===== src/rtl/mem_copy_dma.sv =====
// Bus-initiator block copy engine: moves a run of words from src to dst over the shared memory bus.
// Optional fill mode (write a constant instead of copying) is built only when MEM_COPY_FILL_EN is defined.
module mem_copy_dma #(
    parameter int ADDR_W = 9,
    parameter int DATA_W = 16,
    parameter int CNT_W  = 8
) (
    input  logic              clk,
    input  logic              reset,
    input  logic              start,
    input  logic [ADDR_W-1:0] src_addr,
    input  logic [ADDR_W-1:0] dst_addr,
    input  logic [CNT_W-1:0]  count,
    input  logic              fill,
    input  logic [DATA_W-1:0] fill_value,
    input  logic [DATA_W-1:0] read_data,
    output logic [1:0]        mem_cmd,
    output logic [ADDR_W-1:0] mem_addr,
    output logic [DATA_W-1:0] write_data,
    output logic              busy,
    output logic              done
);

    localparam logic [2:0] S_IDLE    = 3'd0;
    localparam logic [2:0] S_RD_ADDR = 3'd1;
    localparam logic [2:0] S_RD_WAIT = 3'd2;
    localparam logic [2:0] S_WR      = 3'd3;
    localparam logic [2:0] S_DONE    = 3'd4;

    localparam logic [1:0] CMD_NONE  = 2'b00;
    localparam logic [1:0] CMD_READ  = 2'b01;
    localparam logic [1:0] CMD_WRITE = 2'b10;

    logic [2:0]        state;
    logic [ADDR_W-1:0] src_r;
    logic [ADDR_W-1:0] dst_r;
    logic [CNT_W-1:0]  cnt_r;
    logic [CNT_W-1:0]  idx;
    logic [DATA_W-1:0] data_r;
    logic              fill_mode;
    logic              fill_start;
    logic [DATA_W-1:0] wr_source;
    logic              last_word;

`ifdef MEM_COPY_FILL_EN
    logic              fill_r;
    logic [DATA_W-1:0] fill_value_r;

    always_ff @(posedge clk) begin
        if (reset) begin
            fill_r       <= 1'b0;
            fill_value_r <= '0;
        end else if (state == S_IDLE && start) begin
            fill_r       <= fill;
            fill_value_r <= fill_value;
        end
    end

    assign fill_mode  = fill_r;
    assign fill_start = fill;
    assign wr_source  = fill_r ? fill_value_r : data_r;
`else
    logic unused_fill;
    assign unused_fill = ^{fill, fill_value};
    assign fill_mode   = 1'b0;
    assign fill_start  = 1'b0;
    assign wr_source   = data_r;
`endif

    assign last_word = (idx == cnt_r - CNT_W'(1));

    always_ff @(posedge clk) begin
        if (reset) begin
            state  <= S_IDLE;
            src_r  <= '0;
            dst_r  <= '0;
            cnt_r  <= '0;
            idx    <= '0;
            data_r <= '0;
        end else begin
            case (state)
                S_IDLE: begin
                    if (start) begin
                        src_r <= src_addr;
                        dst_r <= dst_addr;
                        cnt_r <= count;
                        idx   <= '0;
                        if (count == '0) begin
                            state <= S_DONE;
                        end else if (fill_start) begin
                            state <= S_WR;
                        end else begin
                            state <= S_RD_ADDR;
                        end
                    end
                end
                S_RD_ADDR: begin
                    state <= S_RD_WAIT;
                end
                // RAM output is registered, so the word addressed in RD_ADDR is on the bus now.
                S_RD_WAIT: begin
                    data_r <= read_data;
                    state  <= S_WR;
                end
                S_WR: begin
                    if (last_word) begin
                        state <= S_DONE;
                    end else begin
                        idx   <= idx + CNT_W'(1);
                        state <= fill_mode ? S_WR : S_RD_ADDR;
                    end
                end
                S_DONE: begin
                    state <= S_IDLE;
                end
                default: begin
                    state <= S_IDLE;
                end
            endcase
        end
    end

    // Bus outputs are decoded from registered state only; addresses wrap modulo 2^ADDR_W.
    always_comb begin
        mem_cmd    = CMD_NONE;
        mem_addr   = '0;
        write_data = '0;
        busy       = 1'b0;
        done       = 1'b0;
        case (state)
            S_RD_ADDR, S_RD_WAIT: begin
                mem_cmd  = CMD_READ;
                mem_addr = src_r + ADDR_W'(idx);
                busy     = 1'b1;
            end
            S_WR: begin
                mem_cmd    = CMD_WRITE;
                mem_addr   = dst_r + ADDR_W'(idx);
                write_data = wr_source;
                busy       = 1'b1;
            end
            S_DONE: begin
                done = 1'b1;
            end
            default: begin
                mem_cmd = CMD_NONE;
            end
        endcase
    end

endmodule


===== config.mk =====
export PLATFORM = sky130hd
export DESIGN_NAME = mem_copy_dma
export DESIGN_NICKNAME = d
export VERILOG_FILES = /design/src/rtl/mem_copy_dma.sv
export SDC_FILE = /design/constraint.sdc
export NUM_CORES = 1
export LEC_CHECK = 0
export CAP_MARGIN = 25
export CORE_MARGIN = 3
export CORE_UTILIZATION = 40
export CTS_BUF_LIST = sky130_fd_sc_hd__clkbuf_8
export DETAILED_ROUTE_END_ITERATION = 16
export HOLD_SLACK_MARGIN = 0.1
export PLACE_DENSITY = 0.74
export SYNTH_ARGS = -nofsm -noshare
export SYNTH_HDL_FRONTEND = slang
export SYNTH_SLANG_ARGS = --single-unit

===== constraint.sdc =====
create_clock -name clk -period 3.03 [get_ports clk]
set_input_delay 0.303 -clock clk [delete_from_list [all_inputs] [get_ports clk]]
set_output_delay 0.303 -clock clk [all_outputs]
set_load 0.005 [all_outputs]

# Word-level counts from Yosys, hierarchy flattened
# Cells that the tools add are included.
# totals
wordCells,36
in_bits,62
register_bits,53
out_inout_bits,29
# op_classes
n_addsub,4
eq_ne,7
n_reduce_logical,7
muxes,12
# ops
op,count
9-bit by 8-bit adder with 9-bit output,2
9-bit one-hot mux with 2 select lines,1
16-bit 2-to-1 mux,1
8-bit 2-to-1 mux,2
8-bit one-hot mux with 2 select lines,1
3-bit one-hot mux with 4 select lines,1
3-bit 2-to-1 mux,3
"8-bit by 1-bit adder with 8-bit output, second input constant",1
8-bit == test,1
8-bit logical NOT,1
"8-bit by 1-bit subtractor with 8-bit output, second input constant",1
"3-bit by 2-bit == test with 1-bit output, second input constant",2
"2-bit != test, second input constant",2
2-bit one-hot mux with 2 select lines,1
"3-bit by 1-bit == test with 1-bit output, second input constant",1
"3-bit == test, second input constant",1
3-bit logical NOT,1
3-bit AND reduction,1
3-bit OR reduction,1
1-bit 2-to-1 mux,2
2-bit AND reduction,1
2-bit nonzero test,1
2-bit OR reduction,1

# Longest topological paths before layout
# depth
word_depth,4
mapped_depth,12

# Least setup slack after synthesis
# Ideal clock, no wire load.
# synth_timing
path_kind,register to output
start,register state[1]
end,output port mem_addr[8]
path_buffers,2
stages_incl_launch_ff,13
setup_slack_ns,-0.181
arrival_time_ns,2.908
path_cell_list,dfxtp_1 > clkbuf_1 > nand3b_1 > buf_1 > mux2_2 > ha_1 > fa_1 > a21o_1 > a21oi_1 > o21ai_0 > o41ai_1 > xnor2_1 > nor2_1
# synth_between
elab_chain_cells,3
# synth_rtl
element,line,source
start: declaration,34,logic [2:0] state;
start signal: assignment,110,state <= fill_mode ? S_WR : S_RD_ADDR;
3-bit by 1-bit == test with 1-bit output / 3-bit by 2-bit == test with 1-bit output (equally long branches),130,case (state)
2-bit OR reduction,130,
9-bit one-hot mux with 2 select lines (*),130,
end: declaration,18,"output logic [ADDR_W-1:0] mem_addr,"
# Mark *: on every way between the ends. The rest lies on a longest branch, timed or not.

# Final worst setup path
# layout_timing
start,register state[2]
end,output port mem_addr[8]
# Same word-level chain as after synthesis.

==> flow_metrics.tcl <==
set metrics [dict create \
    ios 91 \
    grt.total_usage_pct 17.6 \
    post_syn_area_per_cell_um2 7.80 \
    worst_skew_pair.late_latency_ns 0.32 \
    route.final.wire_length_um 7100 \
    first_pass_grt_wire_length_um 12000 \
    final_non_filler_cells 538 \
    detailedPlacementHpwl_um 5030 \
    weighted_congestion_reported_at_the_end_of_routability_driven_placement 0.860 \
    synthesis.area_um2 2810 \
    ant_nets 0 \
    regToRegEndpoint "idx[2]$_SDFFE_PP0P_" \
    ys_warn_count 0 \
    finalHoldViolCount 0 \
    final.setup.worst_slack_ns -0.115 \
    cp_data_arrival_time_ns 2.84 \
    wl_per_cell_um 13.2 \
    tightest_slew_ns 0.733 \
    floorplan.die.width_um 89.8 \
    holdPathEnd "data_r[3]$_SDFFE_PP0P_" \
    layout_worst_path_cycle_share_pct 104 \
    setup_viols_final 1 \
    synth-async-reset-ratio_pct 0 \
    h-tree-depth 2 \
    first_global_vias 2665 \
    dieArea_um2 8060 \
    worstSetupPathType "register to output pin" \
    power-per-cell-area_nw_per_um2 416 \
    grt_antenna_before_repair 0 \
    drv_slew 0 \
    synth-edff-count 0 \
    final_cell_mix "sky130_fd_sc_hd__nand2_1 (92), sky130_fd_sc_hd__clkdlybuf4s50_1 (66), sky130_fd_sc_hd__dfxtp_1 (52)" \
    grt-ovfl-total 0 \
    violations_in_the_final_reports "setup timing" \
    route.vias.total 2673 \
    clockRootBuffer "sky130_fd_sc_hd__clkbuf_8" \
    critical_path.cell_chain "nand3b_1, buf_4, mux2_4, ha_4, fa_2, a21o_1, a21oi_2, o21ai_2, o41ai_2, xnor2_1, nor2_1, buf_2" \
    hp-start "data_r[3]$_SDFFE_PP0P_" \
    totalPowerFinal_uw 1630 \
    antenna_cells_inserted 0 \
    share_of_synthesized_area_occupied_by_flip_flops_and_latches_pct 37.8 \
    timing.reg2reg.worst_path_depth 8 \
    slew_headroom_pct 51.0 \
    grt_start_max_net_pins 29 \
    final.setup_skew_ns 0.0114 \
    ys_top_cells_by_area "sky130_fd_sc_hd__dfxtp_1 (38%), sky130_fd_sc_hd__nand2_1 (12%), sky130_fd_sc_hd__a21oi_1 (8.7%)" \
    maxCapViolations 0 \
    core_area_um2 6570 \
    timing.rr.start "cnt_r[0]$_SDFFE_PP0P_" \
    n_fill_cell 606 \
    synthToLayoutAreaGrowth_pct 39.5 \
    per_cell_via_count_in_the_routed_design 4.97 \
    worst-endpoint-required_ns 2.73 \
    design.final.nets 517 \
    synth.lib_cells_used.distinct 43 \
    yosys.area.top_type_share_pct 37.8 \
    start_util_pct 42.8 \
    cts.path.max_buffers 2 \
    path_clk_slew_ns 0.11 \
    cts_buffers 5 \
    syn_nets 433 \
    timing.critical_path.from_type "register" \
    synth-seq-cells 53 \
    rows 29 \
    route.detailed.drc 0 \
    vdd_ir_drop_max_uv 217 \
    io_buffer_count 73 \
    cts_sink_count 53 \
    cp_slowest_stage_delay_ns 0.34 \
    post_route_cells_drive_above_1_share_pct 14.6 \
    detailedPlace.worstSlack_ns -0.293 \
    holdPathStages 2 \
    die_height_um 89.8 \
    regToRegSetupSlack_ns 0.70 \
    layout_commonest_cell "sky130_fd_sc_hd__nand2_1" \
    postLayoutCoreUtil_pct 59.6 \
    p_leak_uw 0.00156 \
    place_area_um2 3710 \
    critical_path_peak_fanout 2 \
    detailedRoute.firstPassIterationCount 4 \
    post_synth_inst_count 360 \
    setup_repair_after_global_routing_missed_its_margin "true" \
    worst_hold_path_type "register to register" \
    fin_area_um2 3920 \
    cts_tree "built" \
    crit_slowest_cell "sky130_fd_sc_hd__fa_2" \
    status "finished, violations left" \
    drtIter0Drc 96 \
    netlist.top_cell.by_area "sky130_fd_sc_hd__dfxtp_1" \
    ys_dominant_reg_cell "sky130_fd_sc_hd__dfxtp_1" \
    placed_cells_incl_taps 524 \
    max_freq_mhz 318 \
    period_needed_ns 3.14 \
    critPathCaptureType "output pin" \
]
-- state kept, by name, indices dropped and copies added, names as in the netlist --
| signal | flops |
|---|---|
| data_r | 16 |
| dst_r | 9 |
| src_r | 9 |
| cnt_r | 8 |
| idx | 8 |
| state | 3 |
-- synth_stat cells (3+ instances only) --
cell type and instances:
sky130_fd_sc_hd__nor4_1 3, sky130_fd_sc_hd__inv_1 9, sky130_fd_sc_hd__nand2b_1 3, sky130_fd_sc_hd__mux2_2 8
sky130_fd_sc_hd__nand2_1 92, sky130_fd_sc_hd__and2_1 19, sky130_fd_sc_hd__clkbuf_1 16, sky130_fd_sc_hd__xor2_1 7
sky130_fd_sc_hd__nand3_1 3, sky130_fd_sc_hd__a21o_1 5, sky130_fd_sc_hd__nor3_1 6, sky130_fd_sc_hd__dfxtp_1 53
sky130_fd_sc_hd__or2_2 3, sky130_fd_sc_hd__a21oi_1 49, sky130_fd_sc_hd__ha_1 10, sky130_fd_sc_hd__o2111ai_1 3
sky130_fd_sc_hd__o21ai_0 3, sky130_fd_sc_hd__xnor2_1 12, sky130_fd_sc_hd__nor2_1 23, sky130_fd_sc_hd__nand3b_1 4
-- how the worst max path moves through the flow --
stage	startpoint	endpoint	slack, ns	cells after the start
after global placement	state[2]$_SDFFE_PP0P_	mem_addr[8]	-0.24	11
final	state[2]$_SDFFE_PP0P_	mem_addr[8]	-0.11	12
after CTS	state[2]$_SDFFE_PP0P_	mem_addr[8]	-0.24	12
after floorplan	state[1]$_SDFFE_PP0P_	mem_addr[8]	0.06	12
after global routing	state[2]$_SDFFE_PP0P_	mem_addr[8]	-0.21	12
after detailed placement	state[2]$_SDFFE_PP0P_	mem_addr[8]	-0.29	11
-- layer usage --
| layer | vias up | part of all wire (%) | GRT usage (%) | wire [um] |
|---|---|---|---|---|
| li1 | 1381 | - | - | - |
| met1 | 1220 | 43 | 19.8 | 3080 |
| met2 | 57 | 51 | 33.5 | 3600 |
| met3 | 15 | 3.6 | 2.92 | 254 |
| met4 | 0 | 2.3 | 6.13 | 165 |
| met5 | - | 0 | 0 | 0 |
-- power by group --
group | total, uW | internal (uW) | leakage, uW | switching, uW
sequential | 780 | 748 | 0.000433 | 31.5
clock | 425 | 169 | 0.0000423 | 257
combinational | 423 | 206 | 0.00109 | 217
-- final cells by class --
cell class	instances	area (um^2)	share of cell area (%)
clock buffer	5	68.8	1.76
clock inverter	3	26.3	0.671
inverter	9	33.8	0.863
multi-input combinational	280	1730	44.1
sequential	53	1060	27.1
tap	93	116	2.97
timing repair buffer	95	883	22.6
-- repair_timing --
action	4_1_cts	5_1_grt
hold endpoints to repair	0	0
buffers inserted	4	3
setup endpoints to repair	5	6
hold buffers	0	0
resized for setup	31	8
pin swaps	13	16
-- kinds of logic after synthesis --
| logic type | share of synthesized area (%) |
|---|---|
| AO/OA/AOI/OAI | 16.1 |
| AND/OR/NAND/NOR | 27.5 |
| adder cells (fa/ha/maj) | 5.17 |
| buffers and inverters | 3.61 |
| XOR/XNOR | 5.93 |
| flip-flops | 37.8 |
| multiplexers | 3.92 |
-- critical path: cells and delay by family, from the launching register on --
| family | cells | cell delay, ns |
|---|---|---|
| compound gates | 4 | 0.71 |
| buf+inv | 2 | 0.28 |
| xor+xnor | 1 | 0.16 |
| mux | 1 | 0.30 |
| simple gates | 2 | 0.23 |
| fa+ha+maj | 2 | 0.51 |
| flops | 1 | 0.33 |
-- metrics by stage --
stage	TNS, ns	hold WS, ns
floorplan	0	0.432
global placement	-0.304	0.439
detailed placement	-0.469	0.442
CTS	-0.504	0.458
global route	-0.415	0.475
finish	-0.115	0.454
Note: power is estimated with default switching activity, not from simulation.
